### src/rtl/axi_read_responder_if.sv
// -----------------------------------------------------------------------------
// axi_read_responder_if
// AXI4 read-channel bundle (AR + R) shared by the read initiator and the
// axi_read_responder subordinate. Clock and reset are not part of the bundle.
//
// Parameters:
//   ADDR_W  address width, also the rdata width
//   ID_W    arid/rid width
//
// Signals:
//   arvalid/arready           AR handshake
//   araddr, arlen, arsize     burst start byte address, beats-1, log2 bytes/beat
//   arid                      transaction ID
//   rvalid/rready             R handshake
//   rdata, rid, rresp, rlast  beat data, echoed ID, response, final-beat flag
//
// Modports:
//   master  initiator side (drives AR and rready)
//   slave   subordinate side (drives arready and R)
// -----------------------------------------------------------------------------
interface axi_read_responder_if #(
  parameter int ADDR_W = 32,
  parameter int ID_W   = 4
) ();
  logic              arvalid;
  logic              arready;
  logic [ADDR_W-1:0] araddr;
  logic [7:0]        arlen;
  logic [2:0]        arsize;
  logic [ID_W-1:0]   arid;

  logic              rvalid;
  logic              rready;
  logic [ADDR_W-1:0] rdata;
  logic [ID_W-1:0]   rid;
  logic [1:0]        rresp;
  logic              rlast;

  modport master (
    output arvalid, araddr, arlen, arsize, arid, rready,
    input  arready, rvalid, rdata, rid, rresp, rlast
  );

  modport slave (
    input  arvalid, araddr, arlen, arsize, arid, rready,
    output arready, rvalid, rdata, rid, rresp, rlast
  );
endinterface

### src/rtl/axi_read_responder.sv
// -----------------------------------------------------------------------------
// axi_read_responder
// AXI4 read-channel subordinate (INCR bursts only). Accepted AR requests are
// queued in acceptance order and answered with R bursts whose data is derived
// from the beat address: OKAY beats return addr ^ DATA_XOR, error bursts
// (too long, or beat size wider than the data bus) return zero data with
// SLVERR for the full arlen+1 beats.
//
// Ports:
//   clock   rising-edge clock
//   reset   synchronous, active-high
//   bus     axi_read_responder_if.slave (AR and R channels)
//   busy    request queue non-empty or a burst in progress
//
// Optional build macro:
//   AXI_RESP_STALL_EN  when defined, a 16-bit LFSR inserts single-cycle
//                      rvalid bubbles between beats of a burst.
//
// States:
//   IDLE  | no burst active, waiting for a queued request
//   BURST | rvalid high, presenting the current beat
//   GAP   | one-cycle rvalid bubble inside a burst (stall build only)
// -----------------------------------------------------------------------------
module axi_read_responder #(
  parameter int              ADDR_W      = 32,
  parameter int              ID_W        = 4,
  parameter int              QUEUE_DEPTH = 4,
  parameter int              MAX_LEN     = 16,
  parameter logic [ADDR_W-1:0] DATA_XOR  = 32'hA5A5_0000
) (
  input  logic                   clock,
  input  logic                   reset,
  axi_read_responder_if.slave    bus,
  output logic                   busy
);

  localparam int PTR_W    = $clog2(QUEUE_DEPTH);
  localparam int SIZE_MAX = $clog2(ADDR_W / 8);

  typedef struct packed {
    logic [ADDR_W-1:0] addr;
    logic [7:0]        len;
    logic [2:0]        size;
    logic [ID_W-1:0]   id;
    logic              err;
  } req_t;

  typedef enum logic [1:0] {IDLE, BURST, GAP} state_t;

  req_t             q_mem [QUEUE_DEPTH];
  logic [PTR_W-1:0] wr_ptr, rd_ptr;
  logic [PTR_W:0]   count;
  logic             full, empty, push, pop, adv, stall_hit;
  req_t             req_in, head;

  state_t            state, state_n;
  logic [ADDR_W-1:0] b_addr;
  logic [7:0]        b_rem;
  logic [2:0]        b_size;
  logic [ID_W-1:0]   b_id;
  logic              b_err;

  // arready only depends on the queue count, so a pop in the same cycle
  // never reopens a full queue.
  assign full        = (count == (PTR_W+1)'(QUEUE_DEPTH));
  assign empty       = (count == '0);
  assign bus.arready = !full && !reset;
  assign push        = bus.arvalid && bus.arready;
  assign head        = q_mem[rd_ptr];

  always_comb begin
    req_in      = '0;
    req_in.addr = bus.araddr;
    req_in.len  = bus.arlen;
    req_in.size = bus.arsize;
    req_in.id   = bus.arid;
    req_in.err  = (int'(bus.arlen) + 1 > MAX_LEN) || (int'(bus.arsize) > SIZE_MAX);
  end

  always_ff @(posedge clock) begin
    if (push) q_mem[wr_ptr] <= req_in;
  end

  always_ff @(posedge clock) begin
    if (reset) begin
      wr_ptr <= '0;
      rd_ptr <= '0;
      count  <= '0;
    end else begin
      if (push) wr_ptr <= wr_ptr + 1'b1;
      if (pop)  rd_ptr <= rd_ptr + 1'b1;
      count <= count + (PTR_W+1)'(push) - (PTR_W+1)'(pop);
    end
  end

`ifdef AXI_RESP_STALL_EN
  logic [15:0] lfsr;

  // Fibonacci LFSR, taps 16,14,13,11, free-running.
  always_ff @(posedge clock) begin
    if (reset) lfsr <= 16'hACE1;
    else       lfsr <= {lfsr[14:0], lfsr[15] ^ lfsr[13] ^ lfsr[12] ^ lfsr[10]};
  end

  assign stall_hit = (lfsr[1:0] == 2'b11);
`else
  assign stall_hit = 1'b0;
`endif

  always_comb begin
    state_n = state;
    pop     = 1'b0;
    adv     = 1'b0;
    case (state)
      IDLE: begin
        if (!empty) begin
          pop     = 1'b1;
          state_n = BURST;
        end
      end
      BURST: begin
        if (bus.rready) begin
          if (b_rem != 8'd0) begin
            adv = 1'b1;
            if (stall_hit) state_n = GAP;
          end else if (!empty) begin
            // back-to-back bursts: next request loads on the last-beat edge
            pop = 1'b1;
          end else begin
            state_n = IDLE;
          end
        end
      end
      GAP:     state_n = BURST;
      default: state_n = IDLE;
    endcase
  end

  always_ff @(posedge clock) begin
    if (reset) begin
      state  <= IDLE;
      b_addr <= '0;
      b_rem  <= '0;
      b_size <= '0;
      b_id   <= '0;
      b_err  <= 1'b0;
    end else begin
      state <= state_n;
      if (pop) begin
        b_addr <= head.addr;
        b_rem  <= head.len;
        b_size <= head.size;
        b_id   <= head.id;
        b_err  <= head.err;
      end else if (adv) begin
        b_addr <= b_addr + (ADDR_W'(1) << b_size);
        b_rem  <= b_rem - 8'd1;
      end
    end
  end

  // Beat outputs come straight from registers, so they cannot change while
  // a beat waits for rready.
  assign bus.rvalid = (state == BURST);
  assign bus.rlast  = bus.rvalid && (b_rem == 8'd0);
  assign bus.rresp  = (bus.rvalid && b_err) ? 2'b10 : 2'b00;
  assign bus.rdata  = (bus.rvalid && !b_err) ? (b_addr ^ DATA_XOR) : '0;
  assign bus.rid    = b_id;
  assign busy       = !empty || (state != IDLE);

endmodule

### src/flat_wrapper.sv
// flat-port wrapper written by rule: the top's interface ports become plain ports
module axi_read_responder_flat 
#(
  parameter int              ADDR_W      = 32,
  parameter int              ID_W        = 4,
  parameter int              QUEUE_DEPTH = 4,
  parameter int              MAX_LEN     = 16,
  parameter logic [ADDR_W-1:0] DATA_XOR  = 32'hA5A5_0000
)
  (clock, reset, busy, bus_arvalid, bus_araddr, bus_arlen, bus_arsize, bus_arid, bus_rready, bus_arready, bus_rvalid, bus_rdata, bus_rid, bus_rresp, bus_rlast);
  axi_read_responder_if #(.ADDR_W(ADDR_W), .ID_W(ID_W)) bus_i ();
  input  logic clock;
  input  logic reset;
  output logic busy;
  input wire logic [$bits(bus_i.arvalid)-1:0] bus_arvalid;
  input wire logic [$bits(bus_i.araddr)-1:0] bus_araddr;
  input wire logic [$bits(bus_i.arlen)-1:0] bus_arlen;
  input wire logic [$bits(bus_i.arsize)-1:0] bus_arsize;
  input wire logic [$bits(bus_i.arid)-1:0] bus_arid;
  input wire logic [$bits(bus_i.rready)-1:0] bus_rready;
  output wire logic [$bits(bus_i.arready)-1:0] bus_arready;
  output wire logic [$bits(bus_i.rvalid)-1:0] bus_rvalid;
  output wire logic [$bits(bus_i.rdata)-1:0] bus_rdata;
  output wire logic [$bits(bus_i.rid)-1:0] bus_rid;
  output wire logic [$bits(bus_i.rresp)-1:0] bus_rresp;
  output wire logic [$bits(bus_i.rlast)-1:0] bus_rlast;
  assign bus_i.arvalid = bus_arvalid;
  assign bus_i.araddr = bus_araddr;
  assign bus_i.arlen = bus_arlen;
  assign bus_i.arsize = bus_arsize;
  assign bus_i.arid = bus_arid;
  assign bus_i.rready = bus_rready;
  assign bus_arready = bus_i.arready;
  assign bus_rvalid = bus_i.rvalid;
  assign bus_rdata = bus_i.rdata;
  assign bus_rid = bus_i.rid;
  assign bus_rresp = bus_i.rresp;
  assign bus_rlast = bus_i.rlast;
  axi_read_responder #(.ADDR_W(ADDR_W), .ID_W(ID_W), .QUEUE_DEPTH(QUEUE_DEPTH), .MAX_LEN(MAX_LEN), .DATA_XOR(DATA_XOR)) u_core (.clock(clock), .reset(reset), .bus(bus_i), .busy(busy));
endmodule
### config.mk
export PLATFORM = sky130hd
export DESIGN_NAME = axi_read_responder_flat
export DESIGN_NICKNAME = d
export VERILOG_FILES = /design/src/rtl/axi_read_responder_if.sv /design/src/rtl/axi_read_responder.sv /design/src/flat_wrapper.sv
export SDC_FILE = /design/constraint.sdc
export NUM_CORES = 1
export LEC_CHECK = 0
export CORE_MARGIN = 4
export CORE_UTILIZATION = 57
export CTS_CLUSTER_DIAMETER = 120
export DETAILED_ROUTE_END_ITERATION = 6
export HOLD_SLACK_MARGIN = 0.08
export PLACE_DENSITY_LB_ADDON = 0.15
export SLEW_MARGIN = 10
export SYNTH_ARGS = -nofsm -noshare
export SYNTH_HDL_FRONTEND = slang
export SYNTH_SLANG_ARGS = --single-unit
### constraint.sdc
create_clock -name clock -period 3.86 [get_ports clock]
set_clock_uncertainty 0.05 [all_clocks]
set_input_delay 0.772 -clock clock [delete_from_list [all_inputs] [get_ports clock]]
set_output_delay 0.772 -clock clock [all_outputs]
set_load 0.05 [all_outputs]
# Yosys cells after proc, flatten, opt, wreduce, memory -nomap -nowiden
# Memory sizes are Yosys's and may differ from the RTL's. A register that Yosys moved wholly into a read port is not among the register bits.
# Index checks and enable logic that the tools add are counted.
[totals]
regBits = 57
ramBits = 192
input_bits = 51
n_memories = 1
[mem_list]
columns = ["memory", "words", "width", "rd", "rd_clocked_by_memory_dff", "wr", "line_no", "text"]
rows = [
  ["u_core.q_mem", 4, 48, 1, 1, 1, "axi_read_responder.sv:50", "req_t q_mem [QUEUE_DEPTH];"],
]
[op_classes]
n_addsub = 7
magnitude_cmp = 2
n_eq_ne = 7
shift = 1
mux = 22
bitwise = 1
n_reduce_logical = 18
[ops]
columns = ["operator", "count"]
rows = [
  ["2-to-1 mux 32 bit", 3],
  ["adder 32 bit", 1],
  ["> comparator 32 x 6 -> 1 bit (second input constant)", 1],
  ["<< shifter 1 x 3 -> 32 bit (first input constant)", 1],
  ["2-to-1 mux 8 bit", 2],
  ["2-to-1 mux 2 bit", 7],
  ["adder 8 x 1 -> 9 bit (second input constant)", 1],
  ["zero test 8 bit", 1],
  ["2-to-1 mux 1 bit", 8],
  ["!= test 2 bit (second input constant)", 4],
  ["NOT 8 bit", 1],
  ["nonzero test 8 bit", 1],
  ["subtractor 8 x 1 -> 8 bit (second input constant)", 1],
  ["one-hot mux 2 bit (3 select lines)", 1],
  ["logical AND 1 bit", 5],
  ["adder 2 x 1 -> 2 bit (second input constant)", 2],
  ["zero test 1 bit", 4],
  ["AND reduction 4 bit", 1],
  ["nonzero test 2 bit", 2],
  ["adder 3 x 1 -> 3 bit", 1],
  ["== test 3 bit (second input constant)", 1],
  ["> comparator 3 x 2 -> 1 bit (second input constant)", 1],
  ["zero test 3 bit", 1],
  ["subtractor 3 x 1 -> 3 bit", 1],
  ["5 further kinds", 6],
]

# Logic depth before layout (Yosys ltp)
# Gate-level depths: netlist of run 1.
[logic_depth]
depth_word = 7
depth_mapped = 15
depth_no_buf = 13

# Worst setup path before layout of run 1
# Ideal clock, no wire load.
[synth_timing]
kind = "input port to flip-flop"
from = "input port reset"
to = "memory u_core.q_mem[0][0] in the netlist's numbering (enable)"
setup_ns = 0.411
arrival_time_ns = 3.048
t_required_ns = 3.399
slack_ns = 0.351
cell_stages = 2
path_buffers = 0
path_cell_list = "a31oi_1 -> and3_1"
[synth_via]
elab_chain_cells = 5
[synth_rtl]
columns = ["item", "line_no", "text"]
rows = [
  ["from (decl)", "flat_wrapper.sv:13", "input logic reset;"],
  ["zero test 1 bit", "axi_read_responder.sv:67", "assign bus.arready = !full && !reset;"],
  ["logical AND 1 bit", "axi_read_responder.sv:67", ""],
  ["logical AND 1 bit", "axi_read_responder.sv:68", "assign push = bus.arvalid && bus.arready;"],
  ["2-to-1 mux 1 bit", "axi_read_responder.sv:81", "if (push) q_mem[wr_ptr] <= req_in;"],
  ["2-to-1 mux 1 bit (implied by the code)", "axi_read_responder.sv:81", ""],
  ["to (decl)", "axi_read_responder.sv:50", ""],
]
# Every way passes these cells.

# Worst setup path in the final report of run 1
[layout_timing]
from = "register u_core.state[0]"
to = "output port bus_rdata[3]"
[layout_via]
elab_chain_cells = 3
[layout_rtl]
columns = ["item", "line_no", "text"]
rows = [
  ["from (decl)", "axi_read_responder.sv:56", "state_t state, state_n;"],
  ["from (signal assigned)", "axi_read_responder.sv:148", "state <= state_n;"],
  ["== test 2 x 1 -> 1 bit", "axi_read_responder.sv:164", "assign bus.rvalid = (state == BURST);"],
  ["logical AND 1 bit", "axi_read_responder.sv:167", "assign bus.rdata = (bus.rvalid && !b_err) ? (b_addr ^ DATA_XOR) : '0;"],
  ["2-to-1 mux 32 bit", "axi_read_responder.sv:167", ""],
  ["to (decl)", "flat_wrapper.sv:23", "output wire logic [$bits(bus_i.rdata)-1:0] bus_rdata;"],
]
# Every way passes these cells.

==> results of run 1 <==
==> where the power goes <==
group | switching, mW | leakage (nW) | total, mW | internal, mW
combinational | 1.57 | 1.43 | 2.69 | 1.12
sequential | 0.464 | 2.22 | 3.73 | 3.27
clock | 0.965 | 0.434 | 2.52 | 1.55
==> flip-flops by register name, summed over array words and instances (netlist names), named ones only <==
register        cells
u_core.b_addr      32
u_core.b_err        1
u_core.b_rem        8
u_core.b_size       3
u_core.bus.rid      4
u_core.count        3
u_core.q_mem      192
u_core.rd_ptr       2
u_core.state        1
u_core.wr_ptr       2
==> through the flow <==
stage	util	cell area, um^2	hold WS, ns	setup slack, ns
after detailed placement	0.642	11600	0.426	0.760
final	0.691	12500	0.436	0.224
after CTS	0.691	12500	0.437	0.222
after global placement	0.642	11600	0.412	0.897
after global routing	0.691	12500	0.461	0.0376
after floorplan	-	10500	0.403	0.351
==> logic make-up (layout without fill, tap and decap cells) <==
| logic type | Yosys count | after routing | synth area share |
|---|---|---|---|
| AO/OA/AOI/OAI | 92 | 92 | 0.0627 |
| XOR/XNOR | 33 | 33 | 0.0276 |
| adder cells (fa/ha/maj) | 18 | 18 | 0.0230 |
| buffers and inverters | 62 | 172 | 0.0245 |
| flip-flops | 250 | 250 | 0.662 |
| multiplexers | 49 | 49 | 0.104 |
| other | 1 | 1 | 0.000359 |
| AND/OR/NAND/NOR | 195 | 195 | 0.0950 |
==> metal layers <==
metal | wire length, um | track usage | vias to the layer above | share of wire
met2 | 10400 | 0.351 | 183 | 0.49
met5 | 0 | 0 | - | 0
met3 | 1250 | 0.0300 | 40 | 0.059
met4 | 456 | 0.0585 | 0 | 0.022
li1 | - | - | 2849 | -
met1 | 9050 | 0.298 | 3096 | 0.43
==> layout by cell type (no fill, tap or decap), types with 22 or more instances in the layout <==
cell type                         instances
sky130_fd_sc_hd__and2_1                  23
sky130_fd_sc_hd__dfxtp_1                 56
sky130_fd_sc_hd__clkbuf_16               27
sky130_fd_sc_hd__clkdlybuf4s50_1         90
sky130_fd_sc_hd__edfxtp_1               192
sky130_fd_sc_hd__a21oi_1                 22
sky130_fd_sc_hd__nand2_1                 50
sky130_fd_sc_hd__mux4_2                  48
sky130_fd_sc_hd__xnor2_1                 30
sky130_fd_sc_hd__a211oi_1                33
sky130_fd_sc_hd__nor2_1                  60
==> how the worst max path moves through the flow <==
stage / to / cells after the start / slack [ns] / startpoint
finish: bus_rdata[3] / 5 / 0.22 / u_core.state[0]
global route: bus_rdata[1] / 5 / 0.04 / u_core.state[0]
CTS: bus_rdata[4] / 5 / 0.22 / u_core.state[0]
detailed placement: u_core.count[2] / 11 / 0.76 / bus_rready
global placement: u_core.count[2] / 11 / 0.90 / bus_rready
floorplan: u_core.q_mem[0][0] / 2 / 0.35 / reset
==> final cells by class <==
type                       count  area share
multi-input combinational    388       0.263
inverter                      20     0.00602
timing repair buffer         104      0.0805
sequential                   250       0.556
clock inverter                11      0.0104
tap                          229      0.0230
clock buffer                  37      0.0604
==> worst max-delay path, stage by stage, from the launching register on <==
cell	delay, ns
sky130_fd_sc_hd__dfxtp_1	0.45
sky130_fd_sc_hd__inv_1	0.12
sky130_fd_sc_hd__nor2_1	0.48
sky130_fd_sc_hd__buf_4	0.29
sky130_fd_sc_hd__and2_1	0.15
sky130_fd_sc_hd__clkdlybuf4s50_1	0.80
==> impl_metrics.xml, run 1 <==
<?xml version="1.0" encoding="UTF-8"?>
<metrics>
  <group name="timing">
    <metric name="fmaxAchievable" unit="GHz">0.275</metric>
    <metric name="timing_hold_violations_final" unit="">0</metric>
    <metric name="setup_tns" unit="ns">0</metric>
    <metric name="timing.final.crit_share" unit="">0.942</metric>
    <metric name="grt_setup_unrepaired" unit="">false</metric>
    <metric name="worst_pin_slew" unit="ns">1.01</metric>
    <metric name="finalMaxSlewViolations" unit="">0</metric>
    <metric name="period_needed" unit="ns">3.64</metric>
    <metric name="finish_stage_setup_viols" unit="">0</metric>
    <metric name="slew_headroom" unit="">0.330</metric>
  </group>
  <group name="grt">
    <metric name="via_count_of_the_first_global_routing_pass" unit="">6415</metric>
    <metric name="grt_start_max_net_pins" unit="">81</metric>
    <metric name="antenna_found_initial" unit="">0</metric>
    <metric name="first_pass_grt_wire_length" unit="mm">34.2</metric>
    <metric name="grt_usage" unit="">0.212</metric>
    <metric name="globalRouteOverflowTotal" unit="">0</metric>
  </group>
  <group name="drt">
    <metric name="detailroute.via_count" unit="">6168</metric>
    <metric name="drt_iter0_markers" unit="">471</metric>
    <metric name="wire_per_inst" unit="um">20.4</metric>
    <metric name="drt_drc_violations_left" unit="">0</metric>
    <metric name="drtAntennaViolNets" unit="">0</metric>
    <metric name="drtPass1Iterations" unit="">5</metric>
    <metric name="routed_wl" unit="mm">21.2</metric>
    <metric name="route.detailed.vias_per_inst" unit="">5.94</metric>
  </group>
  <group name="synth">
    <metric name="post_synth_most_frequent_cells" unit="">sky130_fd_sc_hd__edfxtp_1, sky130_fd_sc_hd__nor2_1, sky130_fd_sc_hd__dfxtp_1, sky130_fd_sc_hd__nand2_1, sky130_fd_sc_hd__mux4_2</metric>
    <metric name="post-synth-top-count-cell" unit="">sky130_fd_sc_hd__edfxtp_1</metric>
    <metric name="ys_seq_area_frac" unit="">0.662</metric>
    <metric name="synth_top_cells_by_area" unit="">sky130_fd_sc_hd__edfxtp_1, sky130_fd_sc_hd__dfxtp_1, sky130_fd_sc_hd__mux4_2</metric>
    <metric name="synth.ff_latch_count" unit="">250</metric>
    <metric name="syn-instance-count" unit="">700</metric>
    <metric name="synth.net_count" unit="">769</metric>
    <metric name="post_synth_instance_area" unit="um^2">10500</metric>
    <metric name="ys_warn_count" unit="">0</metric>
    <metric name="synth.largest_area_cell" unit="">sky130_fd_sc_hd__edfxtp_1</metric>
    <metric name="yosys.cell_types.count" unit="">52</metric>
    <metric name="syn_avg_cell_area" unit="um^2">14.9</metric>
    <metric name="dominantRegCellSynth" unit="">sky130_fd_sc_hd__edfxtp_1</metric>
    <metric name="synth_top_area_share" unit="">0.551</metric>
    <metric name="share_of_async_settable_or_async_resettable_flops_after_synthesis" unit="">0</metric>
    <metric name="synth_edf_count" unit="">192</metric>
  </group>
  <group name="setup_path">
    <metric name="worst_ep_required_time" unit="ns">3.04</metric>
    <metric name="reg2reg_to" unit="">u_core.b_addr[28]</metric>
    <metric name="crit_path_max_fanout" unit="">13</metric>
    <metric name="critical_path.endpoint_type" unit="">output port</metric>
    <metric name="setup_crit_path_kind" unit="">register to output port</metric>
    <metric name="arrival_time_worst_endpoint" unit="ns">2.81</metric>
    <metric name="reg2reg_depth" unit="">9</metric>
    <metric name="timing.rr.start" unit="">u_core.b_size[0]</metric>
    <metric name="cp-start-kind" unit="">register</metric>
    <metric name="rrSetupSlack" unit="ns">0.91</metric>
  </group>
  <group name="clock_tree">
    <metric name="cts-buffers-inserted" unit="">26</metric>
    <metric name="htree_num_levels" unit="">1</metric>
    <metric name="cts.repair_timing.setup_buffer_count" unit="">0</metric>
    <metric name="clock_sinks" unit="">250</metric>
    <metric name="postCtsResizedCells" unit="">0</metric>
    <metric name="cts_root_buffer" unit="">sky130_fd_sc_hd__clkbuf_16</metric>
    <metric name="cts_tree" unit="">built</metric>
    <metric name="clockBufferDepth" unit="">3</metric>
    <metric name="clk_latency" unit="ns">0.52</metric>
    <metric name="clkSlewWorstSetupHoldPaths" unit="ns">0.06</metric>
    <metric name="post_cts_hold_buffer_count" unit="">0</metric>
  </group>
  <group name="pwr">
    <metric name="p_per_area" unit="nW/um^2">717</metric>
    <metric name="post-layout-total-power" unit="mW">8.94</metric>
    <metric name="power.leakage" unit="nW">4.09</metric>
    <metric name="power.ir.vdd_worst" unit="mV">0.596</metric>
  </group>
  <group name="die">
    <metric name="die_area" unit="um^2">20600</metric>
    <metric name="boundaryPins" unit="">93</metric>
    <metric name="die_x" unit="um">143</metric>
    <metric name="die_y" unit="um">143</metric>
    <metric name="core_area" unit="um^2">18000</metric>
    <metric name="number_of_placement_rows" unit="">49</metric>
    <metric name="initial_core_util" unit="">0.580</metric>
  </group>
  <group name="run_status">
    <metric name="outcome" unit="">complete, no violations</metric>
  </group>
  <group name="finish">
    <metric name="layout.nets" unit="">859</metric>
    <metric name="seq_area" unit="um^2">6930</metric>
    <metric name="multi_input_area" unit="um^2">3280</metric>
    <metric name="layout.cells.non_filler" unit="">1039</metric>
    <metric name="number_of_inserted_diodes" unit="">0</metric>
    <metric name="area_delta_synth_final" unit="%">19.2</metric>
    <metric name="fillCellCount" unit="">1216</metric>
    <metric name="final_layout_size_suffix_gt1_frac" unit="">0.148</metric>
  </group>
  <group name="place">
    <metric name="globalplace.congestion" unit="">0.806</metric>
    <metric name="placed_cells_incl_taps" unit="">991</metric>
    <metric name="port-buffer-count" unit="">91</metric>
    <metric name="estimated_wirelength_of_the_detail_placed_design" unit="mm">13.0</metric>
  </group>
  <group name="worst_hold_path">
    <metric name="hold_path.startpoint" unit="">u_core.bus.rid[3]</metric>
    <metric name="worst_hold_path.num_cells" unit="">2</metric>
    <metric name="type_of_the_most_critical_hold_path" unit="">register to register</metric>
    <metric name="min_to" unit="">u_core.bus.rid[3]</metric>
  </group>
  <group name="flow_run">
    <metric name="drv_cap" unit="">0</metric>
  </group>
</metrics>
Note: power is estimated with default switching activity, not from simulation.
==> run 2, diff against run 1 <==
- CAP_MARGIN: not set -> 20
==> impl_metrics.xml, run 2 (synthesis results as in run 1) <==
<?xml version="1.0" encoding="UTF-8"?>
<metrics>
  <group name="pwr">
    <metric name="power.leakage" unit="nW">4.10</metric>
    <metric name="p_per_area" unit="nW/um^2">718</metric>
    <metric name="post-layout-total-power" unit="mW">8.96</metric>
    <metric name="power.ir.vdd_worst" unit="mV">0.603</metric>
  </group>
  <group name="drt">
    <metric name="route.detailed.vias_per_inst" unit="">5.90</metric>
    <metric name="drt_iter0_markers" unit="">457</metric>
    <metric name="wire_per_inst" unit="um">20.4</metric>
    <metric name="drtAntennaViolNets" unit="">0</metric>
    <metric name="routed_wl" unit="mm">21.2</metric>
    <metric name="detailroute.via_count" unit="">6132</metric>
    <metric name="drt_drc_violations_left" unit="">0</metric>
    <metric name="drtPass1Iterations" unit="">5</metric>
  </group>
  <group name="place">
    <metric name="port-buffer-count" unit="">91</metric>
    <metric name="globalplace.congestion" unit="">0.806</metric>
    <metric name="placedInstanceArea" unit="um^2">11600</metric>
    <metric name="estimated_wirelength_of_the_detail_placed_design" unit="mm">13.0</metric>
  </group>
  <group name="finish">
    <metric name="registers.top_by_ff_count" unit="">u_core.q_mem</metric>
    <metric name="final_layout_size_suffix_gt1_frac" unit="">0.149</metric>
    <metric name="postLayoutCellArea" unit="um^2">12500</metric>
    <metric name="area_delta_synth_final" unit="%">19.4</metric>
    <metric name="layout.cells.most_common_list" unit="">sky130_fd_sc_hd__edfxtp_1, sky130_fd_sc_hd__clkdlybuf4s50_1, sky130_fd_sc_hd__nor2_1</metric>
    <metric name="fillCellCount" unit="">1212</metric>
    <metric name="layout_commonest_cell" unit="">sky130_fd_sc_hd__edfxtp_1</metric>
    <metric name="number_of_inserted_diodes" unit="">0</metric>
    <metric name="reg.largest.list" unit="">u_core.q_mem (192), u_core.b_addr (32), u_core.b_rem (8)</metric>
    <metric name="final_core_utilization" unit="">0.693</metric>
    <metric name="flip_flop_count_of_the_largest_register_after_layout" unit="">192</metric>
    <metric name="layout.nets" unit="">860</metric>
  </group>
  <group name="timing">
    <metric name="grt_setup_unrepaired" unit="">false</metric>
    <metric name="finalMaxSlewViolations" unit="">0</metric>
    <metric name="timing_hold_violations_final" unit="">0</metric>
    <metric name="finish_stage_setup_viols" unit="">0</metric>
    <metric name="fmaxAchievable" unit="GHz">0.276</metric>
    <metric name="worst_pin_slew" unit="ns">0.819</metric>
    <metric name="period_needed" unit="ns">3.62</metric>
    <metric name="timing.final.crit_share" unit="">0.937</metric>
    <metric name="slew_headroom" unit="">0.454</metric>
    <metric name="setup_tns" unit="ns">0</metric>
  </group>
  <group name="die">
    <metric name="boundaryPins" unit="">93</metric>
    <metric name="number_of_placement_rows" unit="">49</metric>
    <metric name="die_x" unit="um">143</metric>
    <metric name="die_area" unit="um^2">20600</metric>
    <metric name="initial_core_util" unit="">0.580</metric>
    <metric name="core_area" unit="um^2">18000</metric>
    <metric name="die_y" unit="um">143</metric>
  </group>
  <group name="grt">
    <metric name="antenna_found_initial" unit="">0</metric>
    <metric name="globalRouteOverflowTotal" unit="">0</metric>
    <metric name="grt_usage" unit="">0.212</metric>
    <metric name="grt_start_max_net_pins" unit="">81</metric>
    <metric name="first_pass_grt_wire_length" unit="mm">34.2</metric>
    <metric name="via_count_of_the_first_global_routing_pass" unit="">6415</metric>
  </group>
  <group name="clock_tree">
    <metric name="clockBufferDepth" unit="">3</metric>
    <metric name="cts.repair_timing.setup_buffer_count" unit="">0</metric>
    <metric name="post_cts_hold_buffer_count" unit="">0</metric>
    <metric name="clk_latency" unit="ns">0.52</metric>
    <metric name="clkSlewWorstSetupHoldPaths" unit="ns">0.06</metric>
    <metric name="cts_root_buffer" unit="">sky130_fd_sc_hd__clkbuf_16</metric>
    <metric name="postCtsResizedCells" unit="">0</metric>
    <metric name="cts_tree" unit="">built</metric>
    <metric name="cts-buffers-inserted" unit="">26</metric>
    <metric name="clock_sinks" unit="">250</metric>
    <metric name="htree_num_levels" unit="">1</metric>
  </group>
  <group name="worst_hold_path">
    <metric name="type_of_the_most_critical_hold_path" unit="">register to register</metric>
  </group>
  <group name="flow_run">
    <metric name="drv_cap" unit="">0</metric>
  </group>
  <group name="setup_path">
    <metric name="setup_crit_path_kind" unit="">register to output port</metric>
    <metric name="worst_ep_required_time" unit="ns">3.04</metric>
    <metric name="critical_path.endpoint_type" unit="">output port</metric>
    <metric name="arrival_time_worst_endpoint" unit="ns">2.79</metric>
    <metric name="cp-start-kind" unit="">register</metric>
    <metric name="crit_path_max_fanout" unit="">13</metric>
  </group>
  <group name="run_status">
    <metric name="outcome" unit="">complete, no violations</metric>
  </group>
</metrics>
-- run 2: changes by cell type in the layout (fill, tap and decap cells not counted) --
cell / delta
sky130_fd_sc_hd__buf_16: +1
-- run 2: path summary, 6_finish.rpt --
path / start / to / slack [ns] / depth (start not counted)
hold / removal: u_core.bus.rid[3] / u_core.bus.rid[3] / 0.44 / 2
setup reg to reg: u_core.b_size[0] / u_core.b_addr[28] / 0.92 / 9
setup / recovery: u_core.state[0] / bus_rdata[3] / 0.24 / 5
hold reg to reg: u_core.bus.rid[3] / u_core.bus.rid[3] / 0.44 / 2
-- run 2: cell type report --
| cell class | instances | area, um^2 | share of cell area |
|---|---|---|---|
| multi-input cells | 388 | 3280 | 0.263 |
| flip-flops and latches | 250 | 6930 | 0.555 |
| well taps | 229 | 287 | 0.0229 |
| inverters | 20 | 75.1 | 0.00601 |
| clock inverters | 11 | 130 | 0.0104 |
| clock buffers | 37 | 753 | 0.0603 |
| repair buffers | 105 | 1030 | 0.0826 |
-- run 2: power by group --
| part | switching [mW] | internal, mW | total, mW | leakage, nW |
|---|---|---|---|---|
| clock network | 0.964 | 1.55 | 2.52 | 0.434 |
| registers | 0.410 | 3.27 | 3.68 | 2.22 |
| logic | 1.63 | 1.13 | 2.77 | 1.45 |
| total | 3.01 | 5.96 | 8.96 | 4.10 |
-- run 2: worst max-delay path, cell delays in order, from the launching register on --
cell                              delay [ns]
sky130_fd_sc_hd__dfxtp_1                0.46
sky130_fd_sc_hd__inv_1                  0.12
sky130_fd_sc_hd__nor2_1                 0.47
sky130_fd_sc_hd__buf_4                  0.28
sky130_fd_sc_hd__and2_1                 0.15
sky130_fd_sc_hd__clkdlybuf4s50_1        0.80
-- run 2: metrics by stage --
step           hold slack, ns  cells  worst slack [ns]
5_1_grt                 0.461   1040            0.0376
3_3_place_gp            0.412    991             0.897
2_1_floorplan           0.403    700             0.351
4_1_cts                 0.437   1039             0.222
6_report                0.439   1040             0.243
3_5_place_dp            0.426    991             0.760
-- run 2: per-layer routing --
metal  wire (um)  track usage  vias up
met5           0            0        -
met4         445       0.0585        0
met3        1110       0.0300       41
met2       10500        0.351      158
met1        9150        0.298     3082
li1            -            -     2851
